[config.mk]
export PLATFORM = sky130hd
export DESIGN_NAME = key_filter
export DESIGN_NICKNAME = d
export VERILOG_FILES = /design/src/rtl/key_filter_pkg.sv /design/src/rtl/sync_2ff.sv /design/src/rtl/key_filter.sv
export SDC_FILE = /design/constraint.sdc
export NUM_CORES = 1
export LEC_CHECK = 0
export ABC_AREA = 1
export CAP_MARGIN = 20
export CORE_ASPECT_RATIO = 0.8
export CORE_MARGIN = 8
export CORE_UTILIZATION = 55
export CTS_CLUSTER_DIAMETER = 150
export DETAILED_ROUTE_END_ITERATION = 6
export GPL_TIMING_DRIVEN = 0
export PLACE_DENSITY_LB_ADDON = 0.1
export SYNTH_ARGS = -nofsm -noshare
export SYNTH_HDL_FRONTEND = slang
export SYNTH_SLANG_ARGS = --single-unit
[constraint.sdc]
create_clock -name sys_clk -period 2.9 [get_ports sys_clk]
set_clock_uncertainty 0.1 [all_clocks]
set_input_delay 0.87 -clock sys_clk [delete_from_list [all_inputs] [get_ports sys_clk]]
set_output_delay 0.87 -clock sys_clk [all_outputs]
set_load 0.02 [all_outputs]
[src/rtl/key_filter_pkg.sv]
// key_filter_pkg: shared key definitions for the push-button filter.
//   - FSM state encoding (2-bit, fixed values so other blocks can decode it)
//   - default counter width and 50 MHz count values (20 ms debounce, 1 s hold)
package key_filter_pkg;

  typedef enum logic [1:0] {
    IDLE         = 2'd0,
    PRESS_FILT   = 2'd1,
    HELD         = 2'd2,
    RELEASE_FILT = 2'd3
  } key_fsm_e;

  localparam int DEF_CNT_W        = 26;
  localparam int DEF_DEBOUNCE_CNT = 1_000_000;   // 20 ms at 50 MHz
  localparam int DEF_LONG_CNT     = 50_000_000;  // 1 s at 50 MHz

endpackage

[src/rtl/sync_2ff.sv]
// sync_2ff: two-flop synchroniser for an asynchronous single-bit input.
//   clk   - destination clock
//   rst   - synchronous active-high reset, loads RST_VAL into both flops
//   d     - asynchronous input
//   q     - synchronised output (two cycles of latency)
module sync_2ff #(
  parameter logic RST_VAL = 1'b1
) (
  input  logic clk,
  input  logic rst,
  input  logic d,
  output logic q
);

  logic sync1_q, sync2_q;

  always_ff @(posedge clk) begin
    if (rst) begin
      sync1_q <= RST_VAL;
      sync2_q <= RST_VAL;
    end else begin
      sync1_q <= d;
      sync2_q <= sync1_q;
    end
  end

  assign q = sync2_q;

endmodule

[src/rtl/key_filter.sv]
// key_filter: debounces one active-low push-button into clean events.
//   sys_clk      - system clock (50 MHz nominal)
//   sys_rst      - synchronous active-high reset
//   key_in       - raw button pin, asynchronous, 0 = pressed
//   key_state    - debounced level, 1 = pressed
//   key_flag     - one-cycle pulse on accepted press
//   release_flag - one-cycle pulse on accepted release
//   long_flag    - one-cycle pulse once per press when the hold reaches LONG_CNT
module key_filter
  import key_filter_pkg::*;
#(
  parameter int CNT_W        = DEF_CNT_W,
  parameter int DEBOUNCE_CNT = DEF_DEBOUNCE_CNT,
  parameter int LONG_CNT     = DEF_LONG_CNT
) (
  input  logic sys_clk,
  input  logic sys_rst,
  input  logic key_in,
  output logic key_state,
  output logic key_flag,
  output logic release_flag,
  output logic long_flag
);

  localparam logic [CNT_W-1:0] DEB_LAST  = CNT_W'(DEBOUNCE_CNT - 1);
  localparam logic [CNT_W-1:0] LONG_LAST = CNT_W'(LONG_CNT - 1);

  logic key_sync;
  logic pressed;

  sync_2ff #(.RST_VAL(1'b1)) u_sync (
    .clk (sys_clk),
    .rst (sys_rst),
    .d   (key_in),
    .q   (key_sync)
  );

  assign pressed = ~key_sync;

  key_fsm_e         state_q, state_d;
  logic [CNT_W-1:0] deb_cnt_q, deb_cnt_d;
  logic [CNT_W-1:0] hold_cnt_q, hold_cnt_d;
  logic             long_done_q, long_done_d;
  logic             key_state_q, key_state_d;
  logic             key_flag_q, key_flag_d;
  logic             release_flag_q, release_flag_d;
  logic             long_flag_q, long_flag_d;

  always_comb begin
    state_d        = state_q;
    deb_cnt_d      = deb_cnt_q;
    hold_cnt_d     = hold_cnt_q;
    long_done_d    = long_done_q;
    key_state_d    = key_state_q;
    key_flag_d     = 1'b0;
    release_flag_d = 1'b0;
    long_flag_d    = 1'b0;

    case (state_q)
      IDLE: begin
        if (pressed) begin
          state_d   = PRESS_FILT;
          deb_cnt_d = '0;
        end
      end
      PRESS_FILT: begin
        if (!pressed) begin
          state_d   = IDLE;
          deb_cnt_d = '0;
        end else if (deb_cnt_q == DEB_LAST) begin
          state_d     = HELD;
          deb_cnt_d   = '0;
          key_flag_d  = 1'b1;
          key_state_d = 1'b1;
          hold_cnt_d  = '0;
          long_done_d = 1'b0;
        end else begin
          deb_cnt_d = deb_cnt_q + CNT_W'(1);
        end
      end
      HELD: begin
        // A release candidate wins over a long-press on the same cycle;
        // if the release is a glitch the long press still fires later.
        if (!pressed) begin
          state_d   = RELEASE_FILT;
          deb_cnt_d = '0;
        end else if (!long_done_q) begin
          if (hold_cnt_q == LONG_LAST) begin
            long_flag_d = 1'b1;
            long_done_d = 1'b1;   // hold_cnt stays frozen from here on
          end else begin
            hold_cnt_d = hold_cnt_q + CNT_W'(1);
          end
        end
      end
      RELEASE_FILT: begin
        // Bounce back into HELD keeps hold progress and long_done so a
        // glitchy hold neither re-fires nor restarts the long press.
        if (pressed) begin
          state_d   = HELD;
          deb_cnt_d = '0;
        end else if (deb_cnt_q == DEB_LAST) begin
          state_d        = IDLE;
          deb_cnt_d      = '0;
          key_state_d    = 1'b0;
          release_flag_d = 1'b1;
        end else begin
          deb_cnt_d = deb_cnt_q + CNT_W'(1);
        end
      end
      default: begin
        state_d   = IDLE;
        deb_cnt_d = '0;
      end
    endcase
  end

  always_ff @(posedge sys_clk) begin
    if (sys_rst) begin
      state_q        <= IDLE;
      deb_cnt_q      <= '0;
      hold_cnt_q     <= '0;
      long_done_q    <= 1'b0;
      key_state_q    <= 1'b0;
      key_flag_q     <= 1'b0;
      release_flag_q <= 1'b0;
      long_flag_q    <= 1'b0;
    end else begin
      state_q        <= state_d;
      deb_cnt_q      <= deb_cnt_d;
      hold_cnt_q     <= hold_cnt_d;
      long_done_q    <= long_done_d;
      key_state_q    <= key_state_d;
      key_flag_q     <= key_flag_d;
      release_flag_q <= release_flag_d;
      long_flag_q    <= long_flag_d;
    end
  end

  assign key_state    = key_state_q;
  assign key_flag     = key_flag_q;
  assign release_flag = release_flag_q;
  assign long_flag    = long_flag_q;

endmodule

==> results by group, run 1 <==
Job
  • Max-cap violation count: 0

Power
  • Max VDD drop: 269.4 uV
  • Power consumption: 1.936 mW
  • Power Density: 461.8 nW/um^2
  • P_leak: 1.411 nW

Die
  • Die Ht: 90.37 um
  • Ports: 7
  • CORE AREA: 6790 sq um
  • Starting Density: 0.5600
  • Die width: 109.0 um
  • Num rows: 27
  • Die ar.: 9847 sq um

Critical path
  • Worst EP required: 1930 ps
  • Critical path, cell by cell: clkdlybuf4s50_1
  • Startpoint Class: flip-flop
  • Arrival @ worst endpoint: 1290 ps
  • Crit-path max cell delay: 600 ps
  • WS Path Type: reg -> out
  • WP buf/inv: 1
  • Crit-path slowest cell: clkdlybuf4s50_1
  • Crit. End Element: output pin
  • CP max FO: 2
  • Kind of cell adding the most delay to the critical path: buffers and inverters

Timing
  • Slew Viols, Final: 0
  • Setup-failing EPs final: 0
  • Slew @ Worst Pin: 602.9 ps
  • Tcrit/Tclk final: 0.7799
  • Crit path time final: 2262 ps
  • Setup TNS: 0 ps
  • Final Hold Viols: 0
  • RSZ-0062 raised after global routing: no
  • Max-slew headroom: 0.5981
  • Max Clock Freq: 442.1 MHz

Yosys
  • Mapped Area: 3802 sq um
  • YS warnings: 0
  • Yosys cell types: 33
  • Sequential area share after synthesis: 0.3212
  • Post-synthesis cell count: 625
  • Seq cells post-synth: 61
  • Mapped Nets: 630
  • Syn avg cell area: 6.084 sq um

Place
  • Routability cong.: 1.064
  • DP Cell Count: 717
  • Detailed Place HPWL: 7.931 mm
  • Port Buffers: 5

Global route
  • Grt total ovfl: 0
  • First-pass GRT wire length: 17.36 mm
  • Gr usage total: 0.2214
  • Number of global-route vias before repair: 3,424
  • Initial antenna violation count: 0
  • Largest net degree at the start of global routing: 13

Layout
  • Nets@finish: 646
  • Most common cell after layout, fill and taps aside: nand2_1
  • Area grow syn2layout: 10.27%
  • Commonest cells after routing, fill and taps aside: nand2_1 (183), nor2_1 (103), dfxtp_1 (61)
  • Biggest regs: deb_cnt_q x26, hold_cnt_q x26
  • # diodes: 0
  • Share of cells above drive strength 1: 0.06502
  • Post-Layout Cell Count: 733

Clock network
  • Htree depth: 3
  • Clock root buffer: clkbuf_8
  • Resized Gates After CTS: 0
  • CTS tree: built
  • Cts-stage hold buffer count: 0
  • CTS buffer count: 9
  • Clock sinks: 61
  • Clock Pin Slew Worst Setup and Hold Paths: 80 ps
  • Postcts setup bufs: 0
  • Clock Tree Buf Depth: 2
  • Worst-Skew Late Latency: 360 ps

Detailed routing
  • Detailed Route WL: 10.48 mm
  • DRC errors left: 0
  • Vias post-DR: 4,024
  • DRT iter0 DRCs: 526
  • DR pass1 iterations: 6
  • Vias per cell: 5.490
  • Post-detailed-route count of antenna-violating nets: 0
  • Per-cell routed wire length: 14.30 um

Status
  • Status: complete, no violations

Worst hold path
  • Min-delay worst type: reg -> reg
## cell families after synthesis
logic type | after synthesis | synth area share
buffers and inverters | 82 | 0.09214
DFF | 61 | 0.3212
and+or+nand+nor | 390 | 0.4390
adders and majority gates | 2 | 0.006580
AOI/OAI and AO/OA | 72 | 0.09970
xor gates and xnor gates | 18 | 0.04146
## synth_stat cells, drive strengths merged
cell      n  area (sq um)
nand2   189         748.2
nor2    109         424.2
inv      62         232.7
dfxtp    61          1221
nand3    60         305.3
a21oi    51         255.2
xor2     14         122.6
nand4    13         81.33
o21ai    13         65.06
nor3     11         55.05
clkbuf   10         37.54
buf       9         76.32
xnor2     4         35.03
o21bai    3         22.52
ha        2         25.02
nand3b    2         15.01
nor3b     2         15.01
o211ai    2         15.01
or2       2         12.51
a211oi    1         7.510
a22oi     1         7.510
a31oi     1         6.260
and2      1         6.260
clkinv    1         3.750
nor4      1         6.260
## layer usage
layer	routed length (um)	track usage	vias to the layer above
met4	83	0.04323	0
met5	0	0	-
met3	1340	0.06277	9
li1	-	-	2036
met2	3903	0.2836	183
met1	5155	0.3458	1796
## where the power goes
part / leakage, nW / total, mW / internal (mW) / switching [mW]
Sequential: 0.492 / 0.858 / 0.846 / 0.0122
Combinational: 0.806 / 0.180 / 0.0379 / 0.142
Clock: 0.113 / 0.898 / 0.515 / 0.383
Total: 1.41 / 1.94 / 1.40 / 0.538
## cell type report
class,count,area (sq um)
Clock inverter,6,93.84
Sequential cell,61,1221
Buffer,19,113.9
Clock buffer,10,137.6
Fill cell,688,2597
Timing Repair Buffer,5,50.05
Multi-Input combinational cell,482,2231
Tap cell,87,108.9
Inverter,63,236.5
## final timing paths
check	start	to	slack [ps]	cells after the start
max	key_state	key_state	640	1
min	u_sync.sync1_q	u_sync.q	310	1
max reg2reg	hold_cnt_q[0]	hold_cnt_q[24]	740	11
min reg2reg	u_sync.sync1_q	u_sync.q	310	1
## stage by stage
stage	setup WS [ps]	cell area [sq um]	utilization	hold WS (ps)
finish	638.2	4193	0.6175	314.4
global route	473.7	4193	0.6175	325.1
CTS	618.1	4193	0.6175	322.8
detailed placement	636.7	3961	0.5834	302.8
global placement	695.9	3961	0.5834	304.4
floorplan	1046	3802	-	289.5
No activity file was read; power rests on OpenSTA's default activity.
==> run 2, diff against run 1 <==
==> constraint.sdc (replaced) <==
create_clock -name sys_clk -period 2.1 [get_ports sys_clk]
set_clock_uncertainty 0.1 [all_clocks]
set_input_delay 0.63 -clock sys_clk [delete_from_list [all_inputs] [get_ports sys_clk]]
set_output_delay 0.63 -clock sys_clk [all_outputs]
set_load 0.02 [all_outputs]
==> results by group, run 2 (same netlist as run 1, synthesis figures left out) <==
Critical path
  • Worst EP required: 1370 ps (-560 ps)
  • Critical path, cell by cell: clkdlybuf4s50_1
  • CP max FO: 2 (unchanged)
  • Crit-path max cell delay: 610 ps (about the same)
  • WP buf/inv: 1 (unchanged)
  • Arrival @ worst endpoint: 1310 ps (+20 ps)
  • Kind of cell adding the most delay to the critical path: buffers and inverters
  • Crit. End Element: output pin
  • Crit-path slowest cell: clkdlybuf4s50_1
  • Startpoint Class: flip-flop
  • WS Path Type: reg -> out

Place
  • Detailed Place HPWL: 7.931 mm (unchanged)
  • Routability cong.: 1.064 (unchanged)
  • Port Buffers: 5 (unchanged)
  • DP Cell Count: 717 (unchanged)

Timing
  • Final Hold Viols: 0 (unchanged)
  • Max-slew headroom: 0.5625 (-0.03558)
  • Max Clock Freq: 489.7 MHz
  • Slew @ Worst Pin: 656.3 ps (+53.37 ps)
  • Crit path time final: 2042 ps
  • RSZ-0062 raised after global routing: no
  • Tcrit/Tclk final: 0.9725
  • Slew Viols, Final: 0 (unchanged)
  • Setup-failing EPs final: 0 (unchanged)

Worst hold path
  • Min-delay worst type: reg -> reg

Die
  • CORE AREA: 6790 sq um (unchanged)
  • Die ar.: 9847 sq um (unchanged)
  • Ports: 7 (unchanged)
  • Die Ht: 90.37 um (unchanged)
  • Num rows: 27 (unchanged)
  • Starting Density: 0.5600 (unchanged)
  • Die width: 109.0 um (unchanged)

Status
  • Status: complete, no violations

Detailed routing
  • Per-cell routed wire length: 14.60 um (+2.1%)
  • DR pass1 iterations: 5 (-1)
  • DRT iter0 DRCs: 478 (-9.1%)
  • Post-detailed-route count of antenna-violating nets: 0 (unchanged)
  • Vias per cell: 5.429 (-1.1%)
  • DRC errors left: 0 (unchanged)
  • Detailed Route WL: 10.76 mm (+2.7%)
  • Vias post-DR: 4,001 (-0.57%)

Global route
  • Gr usage total: 0.2219 (+0.0004394)
  • Grt total ovfl: 0 (unchanged)
  • First-pass GRT wire length: 17.39 mm (+0.16%)
  • Number of global-route vias before repair: 3,414 (-0.29%)
  • Largest net degree at the start of global routing: 13 (unchanged)
  • Initial antenna violation count: 0 (unchanged)

Clock network
  • CTS buffer count: 9 (unchanged)
  • Clock Pin Slew Worst Setup and Hold Paths: 80 ps (about the same)
  • Clock root buffer: clkbuf_8
  • Htree depth: 3 (unchanged)
  • Worst-Skew Late Latency: 360 ps (about the same)
  • CTS tree: built
  • Clock Tree Buf Depth: 2 (unchanged)
  • Cts-stage hold buffer count: 0 (unchanged)
  • Clock sinks: 61 (unchanged)

Power
  • Max VDD drop: 372.7 uV (+38%)
  • P_leak: 1.434 nW (+1.6%)
  • Power Density: 630.7 nW/um^2 (+37%)
  • Power consumption: 2.693 mW (+39%)

Layout
  • Share of cells above drive strength 1: 0.08615 (+0.02114)
  • Fillers: 677 (-1.6%)
  • # diodes: 0 (unchanged)
  • Commonest cells after routing, fill and taps aside: nand2_1 (183), nor2_1 (100), inv_1 (60)
  • FF+latch area: 1225 sq um (+0.31%)
  • Post-Layout Cell Count: 737 (+0.55%)
  • Nets@finish: 650 (+0.62%)
  • Biggest regs: deb_cnt_q x26, hold_cnt_q x26
  • Footprint of the multi-input gates: 2272 sq um (+1.9%)
  • Most common cell after layout, fill and taps aside: nand2_1
  • Area grow syn2layout: 12.27%

Job
  • Max-cap violation count: 0 (unchanged)
## run 2: changes by cell type in the layout (fill, tap and decap cells not counted), moves of 2 or more
cell     before  now
nor2_1      103  100
dfxtp_2       0    3
nor2_4        0    2
dfxtp_1      61   58
buf_4         0    4
## run 2: final timing paths
| check | slack [ps] | cells past startpoint | end | start |
|---|---|---|---|---|
| setup / recovery | 60 | 1 | key_state | key_state |
| hold / removal | 320 | 1 | u_sync.q | u_sync.sync1_q |
| setup reg to reg | 150 | 11 | hold_cnt_q[6] | deb_cnt_q[1] |
| hold reg to reg | 320 | 1 | u_sync.q | u_sync.sync1_q |
## run 2: through the flow
step	util	hold slack [ps]	setup WS, ps	instance area (sq um)	TNS, ps
floorplan	-	289.5	337.7	3802	0
global route	0.6287	347.0	4.180	4269	0
global placement	0.5834	304.4	-28.50	3961	-56.49
CTS	0.6186	322.8	14.69	4200	0
finish	0.6287	322.5	57.81	4269	0
detailed placement	0.5834	302.8	-15.96	3961	-26.93
## run 2: timing repair
| item | 4_1_cts | 5_1_grt |
|---|---|---|
| pin swaps | 0 | 3 |
| gates resized for setup | 2 | 13 |
| endpoints found under the setup margin | 4 | 45 |
| setup buffers | 0 | 4 |
## run 2: area by class of cell
class,instances,area share
tap,87,0.02550
clock inverter,6,0.02198
timing repair buffer,9,0.01876
sequential,61,0.2869
clock buffer,10,0.03224
inverter,63,0.05539
buffer,19,0.02696
multi-input combinational,482,0.5322
## run 2: power breakdown
part	leakage [nW]	switching, mW	internal, mW
sequential	0.493	0.0173	1.17
clock	0.113	0.537	0.711
combinational	0.827	0.201	0.0581
## run 2: routing by layer
layer / track usage / up-vias / wire [um]
met5: 0 / - / 0
li1: - / 2044 / -
met1: 0.3483 / 1783 / 5384
met2: 0.2820 / 167 / 4116
met4: 0.04323 / 0 / 84
met3: 0.06277 / 7 / 1177
==> run 3, diff against run 2 <==
--- a/config.mk
+++ b/config.mk
@@ -13,7 +13,7 @@
 export CTS_CLUSTER_DIAMETER = 150
 export DETAILED_ROUTE_END_ITERATION = 6
 export GPL_TIMING_DRIVEN = 0
-export PLACE_DENSITY_LB_ADDON = 0.1
+export PLACE_DENSITY = 0.78
 export SYNTH_ARGS = -nofsm -noshare
 export SYNTH_HDL_FRONTEND = slang
 export SYNTH_SLANG_ARGS = --single-unit
==> results by group, run 3 (same netlist as run 1, synthesis figures left out) <==
Detailed routing
  • DRT iter0 DRCs: 474 (-0.84%)
  • Vias post-DR: 4,104 (+2.6%)
  • Detailed Route WL: 10.86 mm (+0.91%)
  • Per-cell routed wire length: 14.69 um (+0.64%)
  • DR pass1 iterations: 7 (+2)
  • Post-detailed-route count of antenna-violating nets: 0 (unchanged)
  • Vias per cell: 5.553 (+2.3%)
  • DRC errors left: 0 (unchanged)

Global route
  • Number of global-route vias before repair: 3,583 (+5.0%)
  • Grt total ovfl: 0 (unchanged)
  • Largest net degree at the start of global routing: 11 (-2)
  • Initial antenna violation count: 0 (unchanged)
  • First-pass GRT wire length: 17.72 mm (+1.9%)
  • Gr usage total: 0.2254 (+0.003552)

Die
  • Die ar.: 9847 sq um (unchanged)
  • Ports: 7 (unchanged)
  • Num rows: 27 (unchanged)
  • Die width: 109.0 um (unchanged)
  • Die Ht: 90.37 um (unchanged)
  • Starting Density: 0.5600 (unchanged)
  • CORE AREA: 6790 sq um (unchanged)

Critical path
  • Kind of cell adding the most delay to the critical path: buffers and inverters
  • Crit-path max cell delay: 610 ps (about the same)
  • WS Path Type: reg -> out
  • Arrival @ worst endpoint: 1290 ps (-20 ps)
  • CP Depth: 1 (unchanged)
  • CP max FO: 2 (unchanged)
  • Startpoint Class: flip-flop
  • WP buf/inv: 1 (unchanged)
  • Worst EP required: 1370 ps (about the same)
  • Crit path launch: key_state
  • Crit-path slowest cell: clkdlybuf4s50_1
  • Critical path, cell by cell: clkdlybuf4s50_1
  • Crit. End Element: output pin
  • R2R depth: 11 (unchanged)
  • Worst r2r src: deb_cnt_q[1]

Timing
  • Tcrit/Tclk final: 0.9605 (-0.01202)
  • Final Hold Viols: 0 (unchanged)
  • Max-slew headroom: 0.5850 (+0.02253)
  • Slew Viols, Final: 0 (unchanged)
  • Crit path time final: 2017 ps (-25.24 ps)
  • Slew @ Worst Pin: 622.5 ps (-33.80 ps)
  • Setup TNS: 0 ps (unchanged)
  • Max Clock Freq: 495.8 MHz (+1.3%)
  • Setup-failing EPs final: 0 (unchanged)
  • RSZ-0062 raised after global routing: yes

Layout
  • Commonest cells after routing, fill and taps aside: nand2_1 (183), nor2_1 (101), inv_1 (60)
  • Biggest regs: deb_cnt_q x26, hold_cnt_q x26
  • Core Util, Final: 0.6239 (-0.004791)
  • Area grow syn2layout: 11.42%
  • Share of cells above drive strength 1: 0.08436 (-0.001798)
  • # diodes: 0 (unchanged)
  • Most common cell after layout, fill and taps aside: nand2_1
  • Design area: 4237 sq um (-0.76%)
  • Nets@finish: 652 (+0.31%)

Power
  • Max VDD drop: 300.1 uV (-19%)
  • Power Density: 595.5 nW/um^2 (-5.6%)
  • P_leak: 1.422 nW (-0.86%)

Place
  • Port Buffers: 5 (unchanged)
  • Routability cong.: 0.9835 (-7.6%)
  • Dpl cell area: 3961 sq um (unchanged)
  • Detailed Place HPWL: 8.045 mm (+1.4%)

Clock network
  • Clock Tree Buf Depth: 2 (unchanged)
  • Clock root buffer: clkbuf_8
  • Clock sinks: 61 (unchanged)
  • Htree depth: 3 (unchanged)
  • CTS buffer count: 9 (unchanged)
  • Clock Pin Slew Worst Setup and Hold Paths: 70 ps (about the same)
  • Worst-Skew Late Latency: 350 ps (about the same)
  • CTS tree: built

Worst hold path
  • WHS Path Cells: 1 (unchanged)
  • Min-delay worst type: reg -> reg
  • Hold Crit Start: u_sync.sync1_q

Status
  • Status: complete, no violations

Job
  • Max-cap violation count: 0 (unchanged)
[run 3: power breakdown]
part	internal [mW]	leakage [nW]	switching (mW)
clock network	0.578	0.0964	0.487
registers	1.17	0.493	0.0191
logic	0.0619	0.833	0.208
[run 3: layout make-up]
type                       instances  area (sq um)
buffer                            19         115.1
sequential                        61          1224
fill                             671          2554
clock buffer                      12         145.1
clock inverter                     4         47.55
tap                               87         108.9
timing repair buffer              11         95.09
inverter                          63         240.2
multi-input combinational        482          2261
[run 3: worst paths after layout]
| check | to | slack (ps) |
|---|---|---|
| worst max-delay path | key_state | 80 |
| worst min-delay path | u_sync.q | 330 |
| worst min register to register | u_sync.q | 330 |
| worst max register to register | flip-flop | 120 |
[run 3: routing by layer]
layer,global-route usage,vias to the layer above,wire length [um]
met5,0,-,0
met3,0.06134,12,1281
met1,0.3434,1864,5227
met2,0.2982,185,4275
met4,0.05119,0,74
li1,-,2043,-
[run 3: repair_timing]
item / CTS / global route
setup buffers: 0 / 6
cloned: 0 / 0
endpoints found under the setup margin: 12 / 46
resized for setup: 3 / 10
hold buffers: 0 / 0
pin swaps: 0 / 3
[run 3: worst register-to-register path, cell delays in order (launching register included)]
cell	delay (ps)
dfxtp_1	360
ha_2	200
nand2_1	70
inv_1	100
nand3_2	120
nor2_2	130
nand2_1	170
nand2_4	140
inv_2	40
buf_6	140
o21ai_1	200
a21oi_1	100
[run 3: per-stage QoR]
step	worst slack [ps]	hold WS [ps]	cells	total power, mW
after global routing	-52.82	343.4	739	2.613
final	83.05	326.7	739	2.523
after floorplan	337.7	289.5	625	1.371
after detailed placement	-112.9	309.5	717	1.461
after global placement	-19.28	309.2	717	1.459
after CTS	36.41	329.0	733	2.520
==> RTL edit 1: new RTL, config.mk and constraints of run 2 <==
`DEF_CNT_W`: 26 -> 30.
--- a/src/rtl/key_filter_pkg.sv
+++ b/src/rtl/key_filter_pkg.sv
@@ -10,7 +10,7 @@
     RELEASE_FILT = 2'd3
   } key_fsm_e;
 
-  localparam int DEF_CNT_W        = 26;
+  localparam int DEF_CNT_W        = 30;
   localparam int DEF_DEBOUNCE_CNT = 1_000_000;   // 20 ms at 50 MHz
   localparam int DEF_LONG_CNT     = 50_000_000;  // 1 s at 50 MHz
 
Formal check against the unedited RTL: same outputs for any inputs over 10 cycles, from zero or initial values and one cycle with sys_rst high; that may be too few to reach the edited logic, so the function may still have changed.
==> RTL edit 1 against run 2 <==
- power grew 7.1%
- maximum frequency grew 0.89%
- synthesized area grew 21%
- final area grew 21%
- setup slack gained 18 ps
- routed wire length grew 27%
- sequential cell count grew 8
==> RTL edit 1: results (changes against run 2) <==
The run finished with clean final reports. The routed length on met2 is 5.34 mm (+30%), and the synthesized net count is 777 (+23%). The run gives 0.0490 (-0.0137) as the met3 usage. The share of the yosys chip area belonging to registers is 0.299 (-0.0217).

The final standard cell count with taps included and fillers excluded is 913 (+24%). The run gives 801 (+23%) as the number of nets in the layout. The fraction of the mapped netlist area in compound gates was 0.107 (+0.00770). For the area of placed instances, the log shows 0.00480 mm2 (+21%).

Detailed-route wire length on metal 1: 6.94 mm (+29%). Counting instances in the post-synthesis netlist gives the leading cell types as sky130_fd_sc_hd__nand2_1, sky130_fd_sc_hd__nor2_1, sky130_fd_sc_hd__dfxtp_1, sky130_fd_sc_hd__nand3_1, sky130_fd_sc_hd__inv_1. The tools report the count of routing violations after the opening detailed-route iteration as 517 (+8.2%). The detailed-route wire length per cell was 15.0 um (+2.8%); the cell count after synthesis was 772 (+24%). The fraction of layout cells with a size suffix above 1 was 0.136 (+0.0499); the count of synthesis-stage warnings from yosys was 0 (unchanged). The global-route usage over all layers was 0.233 (+0.0111). The largest registers in the layout are deb_cnt_q: 30 flops, hold_cnt_q: 30 flops. Clock net sink count: 69 (+13%). The maximum fanout along the worst path came out at 1 (-1).

The routing usage on met2 was 0.313 (+0.0307). Headroom to the max-slew limit: 0.512 (-0.0501). The path class of the lowest-slack min-delay path is flop to flop.

The tools report the first-pass GRT wire length as 22.0 mm (+26%). The tools report the buffer cell driving the clock tree root as sky130_fd_sc_hd__clkbuf_8. The detailed route wirelength on metal3 is 1.28 mm (+8.5%), and the via density per instance is 5.52 (+1.6%). The highest ir drop seen on vdd is 499 uV (+34%), and the static leakage is 1.78 nW (+24%).

The half-perimeter wire length after detailed placement is 10.2 mm (+29%), and the adder-cell area share of the yosys netlist is 0.00542 (-0.00116). The run gives 4,351 (+27%) as the number of global-route vias before repair. The number of cells after detailed placement is 889 (+24%), and the final weighted congestion in routability-driven placement is 0.982 (-7.7%). The met1 track utilization from global routing came out at 0.358 (+0.00926).

The xor/xnor share of the synthesized area came out at 0.0209 (-0.0206).
## RTL edit 1: worst paths after layout
path | slack [ps] | cells after the start | endpoint | start
worst max-delay path | 80 | 1 | key_flag | key_flag$_SDFF_PP0_
worst min-delay path | 310 | 1 | u_sync.q$_SDFF_PP1_ | u_sync.sync1_q$_SDFF_PP1_
worst max register to register | 80 | 10 | hold_cnt_q[28]$_SDFFE_PP0P_ | deb_cnt_q[1]$_SDFFE_PP0P_
worst min register to register | 310 | 1 | u_sync.q$_SDFF_PP1_ | u_sync.sync1_q$_SDFF_PP1_
## RTL edit 1: worst register-to-register path, cell delays in order (launching register included)
cell and delay [ps]:
sky130_fd_sc_hd__dfxtp_1 360, sky130_fd_sc_hd__ha_2 210, sky130_fd_sc_hd__nand2_2 80, sky130_fd_sc_hd__nor2_4 140, sky130_fd_sc_hd__nand2_4 80, sky130_fd_sc_hd__nor2_4 120
sky130_fd_sc_hd__nand3_2 130, sky130_fd_sc_hd__a21oi_4 320, sky130_fd_sc_hd__buf_8 200, sky130_fd_sc_hd__nand3_2 90, sky130_fd_sc_hd__a21oi_2 130
## RTL edit 1: cell type report
type,instances,area [um2]
plain buffers,26,148
clock inverters,6,87.6
clock buffers,10,128
fillers,827,3120
repair buffers,13,125
well taps,112,140
multi-input cells,597,2860
inverters,80,300
flip-flops and latches,69,1390
## RTL edit 1: repair_timing
action,in CTS,in global routing
pin swaps,3,2
setup buffers,3,5
resized for setup,7,24
endpoints found under the setup margin,33,56
## RTL edit 1: cells by family after synthesis
kind of cell | count (synthesis)
compound gates | 85
simple gates | 499
flops | 69
xor+xnor | 11
fa+ha+maj | 2
buf+inv | 106
## RTL edit 1: report_power, final
part	switching [W]	internal (W)
Combinational	0.000260	0.0000694
Clock	0.000555	0.000669
Sequential	0.0000132	0.00132
==> RTL edit 2: new RTL, config.mk and constraints of run 2 <==
Without the edit above. Put one more register stage on the output `release_flag`, with the module's reset. The value now appears one clock later. The other outputs are not delayed to match. Comments in the files are not updated.
--- a/src/rtl/key_filter.sv
+++ b/src/rtl/key_filter.sv
@@ -139,7 +139,13 @@
 
   assign key_state    = key_state_q;
   assign key_flag     = key_flag_q;
-  assign release_flag = release_flag_q;
+  always_ff @(posedge sys_clk) begin
+    if (sys_rst) begin
+      release_flag <= '0;
+    end else begin
+      release_flag <= release_flag_q;
+    end
+  end
   assign long_flag    = long_flag_q;
 
 endmodule
Function: same outputs for any inputs over 10 cycles, from zero or initial values and one cycle with sys_rst high; that may be too few to reach the edited logic, so the function may still have changed.
==> RTL edit 2 against run 2 <==
- count of clock-buffer cells in the layout rose by 2
- routed wire length fell by 2.4%
- clock power fell by 13%
- final cell count fell by 0.81%
- final area rose by 0.91%
- combinational power fell by 21%
- via count rose by 0.77%
- synthesized area rose by 2.9%
- setup slack got worse by 24 ps
- power fell by 7.5%
- synthesized cell count fell by 0.32%
- sequential cell count rose by 1
- largest cell class unchanged
- highest routed layer unchanged
==> RTL edit 2: results (changes against run 2) <==
The number of global-route vias before repair was 3,536 (+3.6%); the clock transition at the registers of the reported paths was 70 ps. The first-pass GRT wire length came out at 17.7 mm (+1.5%). The share of the yosys chip area belonging to registers is 0.317 (-0.00392), and the detailed-route wire length per cell is 14.4 um (-1.6%).

The logs give 11 (-2) for the pin count of the biggest net entering global routing and 341 (-29%) for the count of routing violations after the opening detailed-route iteration. The headroom to the max-slew limit is 0.571 (+0.00900), and the fraction of layout cells with a size suffix above 1 is 0.137 (+0.0505). Slowest library cell on the worst path: sky130_fd_sc_hd__clkbuf_1. The cell sitting at the root of the clock tree is a sky130_fd_sc_hd__clkbuf_8. The number of clock buffers inserted by TritonCTS is 9 (unchanged), and the number of nets in the layout is 645 (-0.77%).

The path class of the lowest-slack min-delay path was flop to flop. The port buffer count came out at 6 (+1). On the critical path the largest part of the delay comes from buffers and inverters. By area the synthesized netlist is led by sky130_fd_sc_hd__dfxtp_1, sky130_fd_sc_hd__nand2_1, sky130_fd_sc_hd__nor2_1. The synthesized net count is 628 (-0.32%). The initial antenna violation count came out at 0 (unchanged). For the global-route usage over all layers, the log shows 0.220 (-0.00214).

For the area of placed instances, the log shows 0.00408 mm2 (+3.0%). The tools report the half-perimeter wire length after detailed placement as 7.77 mm (-2.0%). The flow ran to the end, and the final reports show no timing, DRC or antenna violations. For the final weighted congestion in routability-driven placement, the log shows 0.997 (-6.3%).

The commonest cells after synthesis are sky130_fd_sc_hd__nand2_1, sky130_fd_sc_hd__nor2_1, sky130_fd_sc_hd__dfxtp_1. The logs give 34 (+3.0%) for the unique cell type count in the Yosys netlist and 7 (+2) for the total iterations of the first detailed-routing run. The via density per instance works out to 5.52 (+1.6%). The H-tree depth is 3 (unchanged). The static leakage is 1.46 nW (+1.7%), and the number of buffers between clock root and the deepest sink is 2 (unchanged).

The maximum cell stage delay along the critical path is 560 ps (-50 ps). The number of inserted diodes was 0 (unchanged); the count of synthesis-stage warnings from yosys was 0 (unchanged). The highest ir drop seen on vdd came out at 335 uV (-10%). The largest registers in the layout are deb_cnt_q: 26 flops, hold_cnt_q: 26 flops. The maximum fanout along the worst path was 10 (+8). The clock reaches the later pin of the worst-skew pair after 350 ps.

The share of flip-flops with an asynchronous set or reset was 0 (unchanged).
## RTL edit 2: cell count changes in the layout (fill, tap and decap cells not counted), moves of 5 or more
cell	change
sky130_fd_sc_hd__a21oi_1	-21
sky130_fd_sc_hd__a21oi_2	+15
sky130_fd_sc_hd__inv_1	-13
sky130_fd_sc_hd__inv_2	+13
sky130_fd_sc_hd__nand3_1	-11
sky130_fd_sc_hd__nand3_2	+11
sky130_fd_sc_hd__nand2_1	+5
## RTL edit 2: final timing paths
kind / startpoint / end / slack, ps / depth (start not counted)
max: sys_rst / hold_cnt_q[25]$_SDFFE_PP0P_ / 30 / 4
min reg2reg: u_sync.sync1_q$_SDFF_PP1_ / u_sync.q$_SDFF_PP1_ / 320 / 1
min: u_sync.sync1_q$_SDFF_PP1_ / u_sync.q$_SDFF_PP1_ / 320 / 1
max reg2reg: deb_cnt_q[0]$_SDFFE_PP0P_ / hold_cnt_q[12]$_SDFFE_PP0P_ / 140 / 10
## RTL edit 2: power breakdown
group | total [W] | internal, W | switching, W
registers | 0.00120 | 0.00119 | 0.0000123
logic | 0.000204 | 0.0000399 | 0.000164
clock network | 0.00109 | 0.000607 | 0.000480
total | 0.00249 | 0.00183 | 0.000657
## RTL edit 2: routing by layer
metal  up-vias  wire (um)  track usage
met5         -          0            0
met4         0         95       0.0498
met3        11        986       0.0664
met2       174       3960        0.277
met1      1830       5460        0.343
li1       2017          -            -
## RTL edit 2: what timing repair did
| item | in CTS | in global routing |
|---|---|---|
| gates cloned | 0 | 0 |
| setup endpoints to repair | 21 | 10 |
| gates resized for setup | 4 | 6 |
| setup buffers | 0 | 0 |
## RTL edit 2: logic make-up (layout without fill, tap and decap cells)
group | count (synthesis) | in the layout | share of synthesized area
simple gates | 392 | 392 | 0.444
flops | 62 | 62 | 0.317
fa+ha+maj | 2 | 2 | 0.00639
compound gates | 69 | 69 | 0.108
buf+inv | 80 | 101 | 0.0838
xor+xnor | 18 | 18 | 0.0403
## RTL edit 2: area by class of cell
cell class | instances | area [um2]
Buffer | 18 | 96.3
Clock buffer | 12 | 155
Clock inverter | 3 | 43.8
Fill cell | 665 | 2580
Inverter | 62 | 233
Multi-Input combinational cell | 481 | 2370
Sequential cell | 62 | 1240
Tap cell | 87 | 109
Timing Repair Buffer | 6 | 60.1
## RTL edit 2: metrics by stage
| step | hold WS, ps | util | setup slack, ps | cells |
|---|---|---|---|---|
| global route | 319 | 0.625 | -32.2 | 731 |
| global placement | 295 | 0.592 | -354 | 716 |
| detailed placement | 292 | 0.592 | -408 | 716 |
| floorplan | 288 | - | 363 | 623 |
| CTS | 310 | 0.623 | 48.2 | 731 |
| finish | 315 | 0.625 | 33.3 | 731 |
